--- config.mk ---
export PLATFORM = sky130hd
export DESIGN_NAME = ahb2apb_bridge_flat
export DESIGN_NICKNAME = d
export VERILOG_FILES = /design/src/rtl/ahb2apb_bridge_if.sv /design/src/rtl/ahb2apb_bridge.sv /design/src/flat_wrapper.sv
export SDC_FILE = /design/constraint.sdc
export NUM_CORES = 1
export LEC_CHECK = 0
export CELL_PAD_IN_SITES_DETAIL_PLACEMENT = 1
export CELL_PAD_IN_SITES_GLOBAL_PLACEMENT = 2
export CORE_MARGIN = 1
export CORE_UTILIZATION = 36
export CTS_CLUSTER_SIZE = 12
export DETAILED_ROUTE_END_ITERATION = 10
export DONT_BUFFER_PORTS = 1
export GPL_ROUTABILITY_DRIVEN = 0
export PLACE_DENSITY = 0.91
export SYNTH_ARGS = -nofsm -noshare
export SYNTH_HDL_FRONTEND = slang
export SYNTH_SLANG_ARGS = --single-unit
--- constraint.sdc ---
create_clock -name HCLK -period 3.01 [get_ports HCLK]
set_clock_uncertainty 0.15 [all_clocks]
set_input_delay 0.903 -clock HCLK [delete_from_list [all_inputs] [get_ports HCLK]]
set_output_delay 0.903 -clock HCLK [all_outputs]
set_load 0.1 [all_outputs]
--- src/rtl/ahb2apb_bridge_if.sv ---
// AHB-Lite slave / APB requester signal bundle for ahb2apb_bridge.
// slave  : the bridge view (AHB request in, AHB response out, APB request out, APB response in).
// master : the system view driving the bridge (AHB manager, response mux and APB completer).
interface ahb2apb_bridge_if #(
  parameter int unsigned PADDR_W = 16
) ();
  // AHB side
  logic               HSEL;
  logic [31:0]        HADDR;
  logic [1:0]         HTRANS;
  logic               HWRITE;
  logic [2:0]         HSIZE;
  logic [31:0]        HWDATA;
  logic               HREADY;
  logic               HREADYOUT;
  logic [1:0]         HRESP;
  logic [31:0]        HRDATA;
  // APB side
  logic [PADDR_W-1:0] PADDR;
  logic               PSEL;
  logic               PENABLE;
  logic               PWRITE;
  logic [31:0]        PWDATA;
  logic [31:0]        PRDATA;
  logic               PREADY;
  logic               PSLVERR;

  modport slave (
    input  HSEL, HADDR, HTRANS, HWRITE, HSIZE, HWDATA, HREADY,
    output HREADYOUT, HRESP, HRDATA,
    output PADDR, PSEL, PENABLE, PWRITE, PWDATA,
    input  PRDATA, PREADY, PSLVERR
  );

  modport master (
    output HSEL, HADDR, HTRANS, HWRITE, HSIZE, HWDATA, HREADY,
    input  HREADYOUT, HRESP, HRDATA,
    input  PADDR, PSEL, PENABLE, PWRITE, PWDATA,
    output PRDATA, PREADY, PSLVERR
  );
endinterface

--- src/rtl/ahb2apb_bridge.sv ---
// AHB-Lite to APB bridge. Each accepted AHB transfer becomes one APB SETUP/ACCESS pair;
// the AHB data phase is stretched with HREADYOUT until the APB completer answers.
// Ports:
//   HCLK   - sole clock, rising edge
//   HRESET - synchronous active-high reset
//   bus    - ahb2apb_bridge_if.slave: AHB request/response and APB request/response
// Parameters:
//   PADDR_W - APB address width (PADDR = HADDR[PADDR_W-1:0])
//   TIMEOUT - ACCESS cycles without PREADY before an ERROR response; 0 disables
module ahb2apb_bridge #(
  parameter int unsigned PADDR_W = 16,
  parameter int unsigned TIMEOUT = 255
) (
  input  logic                HCLK,
  input  logic                HRESET,
  ahb2apb_bridge_if.slave     bus
);

  typedef enum logic [2:0] {
    StIdle, StLatch, StSetup, StAccess, StDone, StErr1, StErr2
  } state_e;

  localparam int unsigned CntW = (TIMEOUT > 255) ? $clog2(TIMEOUT + 1) : 8;

  state_e             state_q, state_d;
  logic [CntW-1:0]    cnt_q, cnt_d;
  logic [PADDR_W-1:0] paddr_q, paddr_d;
  logic               pwrite_q, pwrite_d;
  logic [31:0]        pwdata_q, pwdata_d;
  logic [31:0]        hrdata_q, hrdata_d;
  logic               psel_q, psel_d;
  logic               penable_q, penable_d;

  logic addr_valid;
  logic timeout_hit;

  assign addr_valid = bus.HSEL & bus.HTRANS[1] & bus.HREADY;

  // cnt_q holds the ACCESS cycles already spent; this cycle would be number cnt_q + 1.
  assign timeout_hit = (TIMEOUT != 0) && ((32'(cnt_q) + 32'd1) >= 32'(TIMEOUT));

  always_comb begin
    state_d  = state_q;
    cnt_d    = cnt_q;
    paddr_d  = paddr_q;
    pwrite_d = pwrite_q;
    pwdata_d = pwdata_q;
    hrdata_d = hrdata_q;
    case (state_q)
      StIdle, StDone, StErr2: begin
        if (addr_valid) begin
          if (bus.HSIZE <= 3'd2) begin
            state_d  = StLatch;
            paddr_d  = bus.HADDR[PADDR_W-1:0];
            pwrite_d = bus.HWRITE;
          end else begin
            // Wider than 32 bits cannot map onto APB: error without touching the APB bus.
            state_d = StErr1;
          end
        end else begin
          state_d = StIdle;
        end
      end
      StLatch: begin
        // HWDATA is only valid in the data phase, hence the extra cycle before SETUP.
        if (pwrite_q) begin
          pwdata_d = bus.HWDATA;
        end
        state_d = StSetup;
      end
      StSetup: begin
        cnt_d   = '0;
        state_d = StAccess;
      end
      StAccess: begin
        if (bus.PREADY) begin
          if (bus.PSLVERR) begin
            state_d = StErr1;
          end else begin
            if (!pwrite_q) begin
              hrdata_d = bus.PRDATA;
            end
            state_d = StDone;
          end
        end else begin
          cnt_d = cnt_q + 1'b1;
          if (timeout_hit) begin
            state_d = StErr1;
          end
        end
      end
      StErr1:  state_d = StErr2;
      default: state_d = StIdle;
    endcase

    // APB strobes are registered from the next state so they leave flops directly.
    psel_d    = (state_d == StSetup) || (state_d == StAccess);
    penable_d = (state_d == StAccess);
  end

  always_ff @(posedge HCLK) begin
    if (HRESET) begin
      state_q   <= StIdle;
      cnt_q     <= '0;
      paddr_q   <= '0;
      pwrite_q  <= 1'b0;
      pwdata_q  <= '0;
      hrdata_q  <= '0;
      psel_q    <= 1'b0;
      penable_q <= 1'b0;
    end else begin
      state_q   <= state_d;
      cnt_q     <= cnt_d;
      paddr_q   <= paddr_d;
      pwrite_q  <= pwrite_d;
      pwdata_q  <= pwdata_d;
      hrdata_q  <= hrdata_d;
      psel_q    <= psel_d;
      penable_q <= penable_d;
    end
  end

  assign bus.HREADYOUT = (state_q == StIdle) || (state_q == StDone) || (state_q == StErr2);
  assign bus.HRESP     = ((state_q == StErr1) || (state_q == StErr2)) ? 2'b01 : 2'b00;
  assign bus.HRDATA    = hrdata_q;
  assign bus.PADDR     = paddr_q;
  assign bus.PSEL      = psel_q;
  assign bus.PENABLE   = penable_q;
  assign bus.PWRITE    = pwrite_q;
  assign bus.PWDATA    = pwdata_q;

endmodule

--- src/flat_wrapper.sv ---
// flat-port wrapper written by rule: the top's interface ports become plain ports
module ahb2apb_bridge_flat 
#(
  parameter int unsigned PADDR_W = 16,
  parameter int unsigned TIMEOUT = 255
)
  (HCLK, HRESET, bus_HSEL, bus_HADDR, bus_HTRANS, bus_HWRITE, bus_HSIZE, bus_HWDATA, bus_HREADY, bus_HREADYOUT, bus_HRESP, bus_HRDATA, bus_PADDR, bus_PSEL, bus_PENABLE, bus_PWRITE, bus_PWDATA, bus_PRDATA, bus_PREADY, bus_PSLVERR);
  ahb2apb_bridge_if #(.PADDR_W(PADDR_W)) bus_i ();
  input  logic HCLK;
  input  logic HRESET;
  input wire logic [$bits(bus_i.HSEL)-1:0] bus_HSEL;
  input wire logic [$bits(bus_i.HADDR)-1:0] bus_HADDR;
  input wire logic [$bits(bus_i.HTRANS)-1:0] bus_HTRANS;
  input wire logic [$bits(bus_i.HWRITE)-1:0] bus_HWRITE;
  input wire logic [$bits(bus_i.HSIZE)-1:0] bus_HSIZE;
  input wire logic [$bits(bus_i.HWDATA)-1:0] bus_HWDATA;
  input wire logic [$bits(bus_i.HREADY)-1:0] bus_HREADY;
  output wire logic [$bits(bus_i.HREADYOUT)-1:0] bus_HREADYOUT;
  output wire logic [$bits(bus_i.HRESP)-1:0] bus_HRESP;
  output wire logic [$bits(bus_i.HRDATA)-1:0] bus_HRDATA;
  output wire logic [$bits(bus_i.PADDR)-1:0] bus_PADDR;
  output wire logic [$bits(bus_i.PSEL)-1:0] bus_PSEL;
  output wire logic [$bits(bus_i.PENABLE)-1:0] bus_PENABLE;
  output wire logic [$bits(bus_i.PWRITE)-1:0] bus_PWRITE;
  output wire logic [$bits(bus_i.PWDATA)-1:0] bus_PWDATA;
  input wire logic [$bits(bus_i.PRDATA)-1:0] bus_PRDATA;
  input wire logic [$bits(bus_i.PREADY)-1:0] bus_PREADY;
  input wire logic [$bits(bus_i.PSLVERR)-1:0] bus_PSLVERR;
  assign bus_i.HSEL = bus_HSEL;
  assign bus_i.HADDR = bus_HADDR;
  assign bus_i.HTRANS = bus_HTRANS;
  assign bus_i.HWRITE = bus_HWRITE;
  assign bus_i.HSIZE = bus_HSIZE;
  assign bus_i.HWDATA = bus_HWDATA;
  assign bus_i.HREADY = bus_HREADY;
  assign bus_HREADYOUT = bus_i.HREADYOUT;
  assign bus_HRESP = bus_i.HRESP;
  assign bus_HRDATA = bus_i.HRDATA;
  assign bus_PADDR = bus_i.PADDR;
  assign bus_PSEL = bus_i.PSEL;
  assign bus_PENABLE = bus_i.PENABLE;
  assign bus_PWRITE = bus_i.PWRITE;
  assign bus_PWDATA = bus_i.PWDATA;
  assign bus_i.PRDATA = bus_PRDATA;
  assign bus_i.PREADY = bus_PREADY;
  assign bus_i.PSLVERR = bus_PSLVERR;
  ahb2apb_bridge #(.PADDR_W(PADDR_W), .TIMEOUT(TIMEOUT)) u_core (.HCLK(HCLK), .HRESET(HRESET), .bus(bus_i));
endmodule
# Word level (Yosys, flattened, before mapping)
# Cells that the tools add are included.
[totals]
register_bits = 94
word_cells = 45
input_bits = 108
[classes]
reduce_logical = 11
muxes = 9
magnitude_cmp = 2
n_eq_ne = 9
bitwise_logic = 4
add_sub_neg = 2
[op_table]
columns = ["op", "n"]
rows = [
  ["32-bit by 8-bit greater-or-equal comparator with 1-bit output, second input constant", 1],
  ["8-bit case mux with 2 select lines", 1],
  ["3-bit case mux with 5 select lines", 1],
  ["3-bit by 2-bit equality test with 1-bit output, second input constant", 4],
  ["3-bit two-way mux", 4],
  ["8-bit by 1-bit adder with 9-bit output, second input constant", 1],
  ["3-bit equality test, second input constant", 3],
  ["8-bit by 1-bit adder with 8-bit output, second input constant", 1],
  ["8-bit two-way mux", 1],
  ["1-bit logical OR", 4],
  ["2-bit AND reduction", 2],
  ["4-bit AND reduction", 1],
  ["3-bit by 1-bit equality test with 1-bit output, second input constant", 1],
  ["3-bit by 2-bit <= comparator with 1-bit output, second input constant", 1],
  ["3-bit zero test", 1],
  ["3-bit AND reduction", 1],
  ["3-bit OR reduction", 1],
  ["1-bit bitwise AND", 2],
  ["1-bit two-way mux", 2],
  ["2-bit inequality test, second input constant", 1],
  ["1-bit NOT", 2],
  ["2-bit nonzero test", 1],
]

# Longest topological paths before layout
# Gate-level depths: netlist of the first run.
[logic_depth]
word_depth = 7
ltp_mapped = 7
ltp_nobuf = 6

# Worst setup path after synthesis of the first run
# No wires, ideal clock.
[synth_timing]
path_kind = "register to output"
from = "register u_core.state_q[1]"
to = "output bus_HREADYOUT"
path_buffers = 0
t_required_ns = 1.957
setup_slack_ns = 0.180
arrival_time_ns = 1.777
path_stages_with_launch = 3
cell_sequence = "dfxtp_1 -> nor2b_4 -> nor2_1"
[synth_via]
elab_chain_cells = 3
word_cells_on_any_way = 5
cone_classes = "eq/ne (2); reduce/logical (3)"
[synth_lines]
columns = ["item", "line_no", "text"]
rows = [
  ["start, declared", "ahb2apb_bridge.sv:25", "state_e state_q, state_d;"],
  ["start signal, assigned", "ahb2apb_bridge.sv:103", "state_q <= StIdle;"],
  ["start signal, assigned", "ahb2apb_bridge.sv:112", "state_q <= state_d;"],
  ["3-bit equality test or 3-bit zero test (tied branches)", "ahb2apb_bridge.sv:123", "assign bus.HREADYOUT = (state_q == StIdle) || (state_q == StDone) || (state_q == StErr2);"],
  ["1-bit logical OR", "ahb2apb_bridge.sv:123", ""],
  ["1-bit logical OR *", "ahb2apb_bridge.sv:123", ""],
  ["end, declared", "flat_wrapper.sv:18", "output wire logic [$bits(bus_i.HREADYOUT)-1:0] bus_HREADYOUT;"],
]
# Every way passes the cells marked *; elsewhere a longest branch is shown, timed or not.

# Final worst setup path of the first run
[layout_timing]
from = "register u_core.state_q[2]"
to = "output bus_HREADYOUT"
# The elaborated chain is that of the path after synthesis.

==> results.txt, run 1 <==
Combinational Power Share -> 5.8%
Crit. End Element -> output pin
Pre-CTS setup slack -> 674 ps
Min-delay worst type -> flop to flop
Diode count -> 0
Part of the power in registers -> 54.1%
Net switching power -> 546 uW
Post-CTS Setup Inserts -> 0
Cells on worst reg2reg path -> 5
Die area -> 10500 um^2
Overflow after GRT -> 0
Setup crit end -> bus_HREADYOUT
First-pass GRT wire length -> 14400 um
R2R setup slack -> 1010 ps
Root buf cell -> clkbuf_8
CTS H-tree depth -> 3
P_int -> 1780 uW
Largest net degree at the start of global routing -> 95
# setup viols final -> 0
WL/cell -> 15.1 um
Initial antenna violation count -> 0
RSZ-0062 raised after global routing -> no
HPWL Detailed -> 7000 um
Worst path required time -> 1960 ps
CP top delay family -> flip-flops
Crit path max fanout -> 10
Filler cells -> 1188
Clk_lat worst skew -> 360 ps
Fin. Hold Viols -> 0
Ys Warns -> 0
RR Startpoint -> u_core.cnt_q[0]
Vias per cell -> 4.94
Mapped Cells -> 430
Period minus WS final -> 2540 ps
Mean Syn Cell Area -> 8.48 um^2
Clock-pin slew on the worst setup and hold paths -> 90 ps
Vias in the first global route -> 3093
Maximum VDD drop -> 0.253 mV
Routed wire length -> 9660 um
Max-slew headroom -> 65.7%
Crit Path Class -> flop to output pin
CTS buffer count -> 9
Worst Tran Pin Value -> 512 ps
DIE HEIGHT -> 103 um
DR pass1 iterations -> 4
Fraction of layout cells with a size suffix above 1 -> 23.2%
Final period utilization -> 84.5%
Post_cts resized -> 0
Status -> finished, final reports clean
Arrival time at the worst endpoint -> 1490 ps
Residual DRC -> 0
Final ANT Viol Nets -> 0
CTS Sinks -> 94
Worst setup margin -> 468 ps
Setup crit start kind -> flop
Fin Setup TNS -> 0 ps
Layout area overhead -> 25.4%
Fmax -> 0.393 GHz
Leak -> 0.00170 uW
Pins Over Slew Limit -> 0
Die Wd -> 103 um
Clock power share -> 40.1%
Critical R2R Capture -> u_core.bus.PSEL
Vias -> 3170
Worst path depth -> 3
Total GRT Usage -> 17.9%
Flops & latches, synth -> 94
Slowest Stage Delay on Critical Path -> 590 ps
Sequential fraction of the synthesis area -> 51.6%
Initial core utilization -> 37.3%
Layout Utilization -> 46.8%
Io pins -> 194
Number of DRC markers in iteration 0 -> 63
FP Rows -> 36
Crit path cell chain -> nor2b_4, nor2_2, buf_4
Slowest cell on crit path -> dfxtp_1
Post-synthesis cell type count -> 43
Sw frac -> 23.5%
Max-cap viol count -> 0
Design Power -> 2320 uW
Synthesized area -> 3650 um^2
Worst Path Buf+Inv -> 1
Hold buffers post-CTS -> 0
Pwr per Cell Area -> 508 nW/um^2
Port Buffers -> 0
Worst Setup SP -> u_core.state_q[2]
TritonCTS clock tree -> yes
Nets@finish -> 614
Core Region -> 9770 um^2
Longest Clk Path Bufs -> 2
Syn nets -> 540
## power groups by stage
stage                     Sequential [uW]  Combinational (uW)  Clock, uW
after floorplan                      1340                77.2          0
after global placement               1290                 132          0
after detailed placement             1290                 135          0
after CTS                            1260                 135        969
after global routing                 1260                 140       1010
final                                1260                 134        932
## cell usage in the layout, fill, tap and decap left out, drive strengths merged, types with 3 or more instances in the layout
cell    count
nand3       3
or3         4
nor2       27
a21oi      77
clkbuf     11
dfxtp      94
o21ai       6
mux2i      17
nor2b       4
nand2     134
buf        93
## worst reg2reg max path: stages (launching register included)
cell       delay (ps)
dfxtp_1           360
ha_1              260
and3_4            210
and3_4            180
a221o_2           440
a2111oi_4         300
## worst min path at each step
| stage | from | to | cells after the start |
|---|---|---|---|
| 3_3_place_gp | u_core.bus.PWDATA[31] | u_core.bus.PWDATA[31] | 2 |
| 6_report | u_core.bus.PWDATA[23] | u_core.bus.PWDATA[23] | 2 |
| 2_1_floorplan | u_core.cnt_q[7] | u_core.cnt_q[7] | 2 |
| 3_5_place_dp | u_core.bus.HRDATA[5] | u_core.bus.HRDATA[5] | 2 |
| 5_1_grt | u_core.bus.HRDATA[5] | u_core.bus.HRDATA[5] | 2 |
| 4_1_cts | u_core.bus.HRDATA[5] | u_core.bus.HRDATA[5] | 2 |
## layout make-up
cell class	instances	area, um^2	share of cell area [%]
sequential	94	1880	41.1
multi-input combinational	305	1600	35.0
timing repair buffer	93	698	15.3
tap	133	166	3.64
clock buffer	11	141	3.09
clock inverter	5	81.3	1.78
inverter	1	3.75	0.0821
## layer usage
layer	global-route usage, %	routed length, um
met1	18.4	3710
met2	33.1	4970
met3	5.02	816
met4	8.68	168
met5	0	0
## logic make-up (layout without fill, tap and decap cells)
family          count (synthesis)  in the layout  synth area share, %
mux                            17             17                 4.67
other cells                     1              1                0.103
buf+inv                        31            110                 4.98
fa+ha+maj                       2              2                0.686
xor+xnor                        2              2                0.481
simple gates                  190            190                 23.3
flops                          94             94                 51.6
compound gates                 93             93                 14.2
## cell usage after synthesis, drive strengths merged
cell type  number  area [um^2]
dfxtp          94         1880
a21oi          77          385
a41oi           1         8.76
buf            18          133
clkbuf         12         45.0
o21ai           6         30.0
nand4bb         1         27.5
nor2b           4         32.5
nand2b          2         12.5
a31oi           1         6.26
and3            2         22.5
xnor2           2         17.5
a211oi          1         7.51
a211o           1         8.76
o31a            1         8.76
nor4            1         6.26
o21a            2         15.0
and2            2         12.5
nor3            2         15.0
or3             4         25.0
nor4b           1         15.0
nor2           27          101
or3b            2         17.5
and4            1         8.76
and3b           1         8.76
nand2         134          503
a21boi          1         7.51
or4             1         7.51
conb            1         3.75
inv             1         3.75
a221o           1         11.3
nand3           3         15.0
ha              2         25.0
mux2i          17          170
nand3b          2         18.8
a2111oi         1         27.5
## per-stage QoR
stage / hold WS [ps] / cells / area (um^2)
final: 304 / 642 / 4570
after global routing: 330 / 642 / 4570
after CTS: 304 / 642 / 4570
after detailed placement: 292 / 626 / 4350
after global placement: 286 / 626 / 4350
after floorplan: 316 / 430 / 3650
## registers in the layout (all words and copies together), names as in the netlist
register	count
u_core.state_q	3
u_core.bus.PWDATA	32
u_core.bus.HRDATA	32
u_core.bus.PSEL	1
u_core.bus.PWRITE	1
u_core.cnt_q	8
u_core.bus.PENABLE	1
u_core.bus.PADDR	16
(Power assumes the default switching activity.)
==> run 2, diff against run 1 <==
CORE_UTILIZATION = 30   (was 36)
PLACE_DENSITY = 0.82   (was 0.91)
clock period = 2.1 ns   (was 3.01 ns; I/O delays follow)
==> run 2 against run 1 <==
Effect of this change:
- first-iteration DRC count grew 57%
- clock-buffer cell count grew 1
- largest power group unchanged
- routed wire length grew 3.4%
- setup slack lost 420 ps
- largest cell class unchanged
- core utilization shrank 5.5 points
- critical path type unchanged
- critical path depth is the same
- the flow now finishes with violations (design-rule violations)
- clock power grew 86%
- final cell count grew 2.5%
- sequential share of layout area shrank 1.8 points
- critical endpoint is now bus_HRESP[0]
==> results.txt, run 2 (synthesis gave the netlist of run 1 again) <==
Setup crit start kind -> flop
Hold path cells -> 1 (-1)
Cells on worst reg2reg path -> 5 (unchanged)
Crit path max fanout -> 5 (-5)
Clock-pin slew on the worst setup and hold paths -> 60 ps (-30 ps)
Diode count -> 0 (unchanged)
DR pass1 iterations -> 7 (+3)
Residual DRC -> 16 (+16)
Min-delay worst type -> input port to flop
Core Region -> 11600 um^2 (+19%)
Overflow after GRT -> 0 (unchanged)
Arrival time at the worst endpoint -> 1270 ps (-220 ps)
TritonCTS clock tree -> yes
Hold slack -> 205 ps (-98.6 ps)
Crit Path Class -> flop to output pin
DIE HEIGHT -> 112 um (+9.4%)
Crit. End Element -> output pin
CTS buffer count -> 9 (unchanged)
# setup viols final -> 0 (unchanged)
Final ANT Viol Nets -> 0 (unchanged)
Pwr per Cell Area -> 782 nW/um^2 (+54%)
Leak -> 0.00180 uW (+5.7%)
Most frequent cells in the layout -> 134 x nand2_1, 94 x buf_4, 91 x dfxtp_1, 77 x a21oi_1, 26 x nor2_1
First-pass GRT wire length -> 15900 um (+11%)
Initial antenna violation count -> 0 (unchanged)
Nets@finish -> 620 (+0.98%)
Max-cap viol count -> 0 (unchanged)
Maximum VDD drop -> 0.292 mV (+15%)
Commonest non-fill, non-tap cell in the layout -> nand2_1
FP Rows -> 39 (+8.3%)
Fmax -> 0.487 GHz
Worst setup margin -> 45.8 ps (-422 ps)
Status -> complete, but fails checks
HPWL Detailed -> 7150 um (+2.3%)
Pins Over Slew Limit -> 0 (unchanged)
Total GRT Usage -> 16.3% (-1.6 points)
Die area -> 12600 um^2 (+20%)
Failing checks -> design-rule violations
Design Power -> 3750 uW (+61%)
Pre-CTS setup slack -> 124 ps (-550 ps)
Root buf cell -> clkbuf_16
Fin Setup TNS -> 0 ps (unchanged)
Fin. Hold Viols -> 0 (unchanged)
Period minus WS final -> 2050 ps
Number of DRC markers in iteration 0 -> 99 (+57%)
Layout area overhead -> 31.5%
Vias per cell -> 4.89 (-1.0%)
Die Wd -> 112 um (+9.4%)
Final period utilization -> 97.8%
Routed wire length -> 10000 um (+3.4%)
CTS H-tree depth -> 3 (unchanged)
CTS Sinks -> 94 (unchanged)
Io pins -> 194 (unchanged)
Port Buffers -> 0 (unchanged)
Clk_lat worst skew -> 340 ps (-20 ps)
Vias -> 3216 (+1.5%)
Fraction of layout cells with a size suffix above 1 -> 24.9% (+1.7 points)
WL/cell -> 15.2 um (+0.93%)
Largest net degree at the start of global routing -> 95 (unchanged)
Worst path required time -> 1320 ps (-640 ps)
Longest Clk Path Bufs -> 2 (unchanged)
Vias in the first global route -> 3422 (+11%)
Initial core utilization -> 31.4% (-5.9 points)
[run 2: cell types whose count changed in the layout (fill, tap and decap cells not counted), sizes merged]
| cell | before | now |
|---|---|---|
| buf | 93 | 99 |
| clkbuf | 11 | 12 |
| clkinvlp | 1 | 0 |
| inv | 2 | 1 |
| clkinv | 1 | 2 |
[run 2: timing repair]
item                       in CTS  in global routing
pin swaps                       0                  0
gates cloned                    0                  0
hold buffers                    0                  0
buffers inserted                0                  3
setup endpoints to repair       2                  2
resized for setup               2                  2
[run 2: where the power goes]
group          leakage, uW  switching (uW)  internal, uW
Sequential        0.000759            9.41          1800
Combinational     0.000887             148          64.1
Clock             0.000157             658          1070
Total              0.00180             815          2930
[run 2: final timing paths]
path,startpoint,to,slack (ps)
min reg2reg,u_core.bus.PWDATA[5],u_core.bus.PWDATA[5],300
max reg2reg,u_core.cnt_q[0],u_core.state_q[2],100
max,u_core.state_q[0],bus_HRESP[0],50
min,HRESET,u_core.bus.PADDR[0],210
[run 2: through the flow]
step | util (%) | cells | instance area [um^2]
floorplan | - | 430 | 3650
global placement | 38.3 | 639 | 4450
detailed placement | 38.3 | 639 | 4450
CTS | 41.1 | 655 | 4770
global route | 41.3 | 658 | 4790
finish | 41.3 | 658 | 4790
[run 2: area by class of cell]
cell class / instances / area, um^2
fillers: 1376 / 6820
flip-flops and latches: 94 / 1890
multi-input cells: 305 / 1600
repair buffers: 99 / 806
clock buffers: 12 / 246
well taps: 143 / 179
clock inverters: 4 / 70.1
inverters: 1 / 3.75
[run 2: worst max-delay path: stages, from the launching register on]
cell and delay (ps):
dfxtp_2 390, nor2b_2 190, o21a_2 170, buf_12 180
[run 2: per-layer routing]
layer | wire length [um] | GRT usage [%]
met3 | 710 | 4.32
met4 | 204 | 7.82
met2 | 5200 | 30.1
met1 | 3880 | 17.1
met5 | 0 | 0
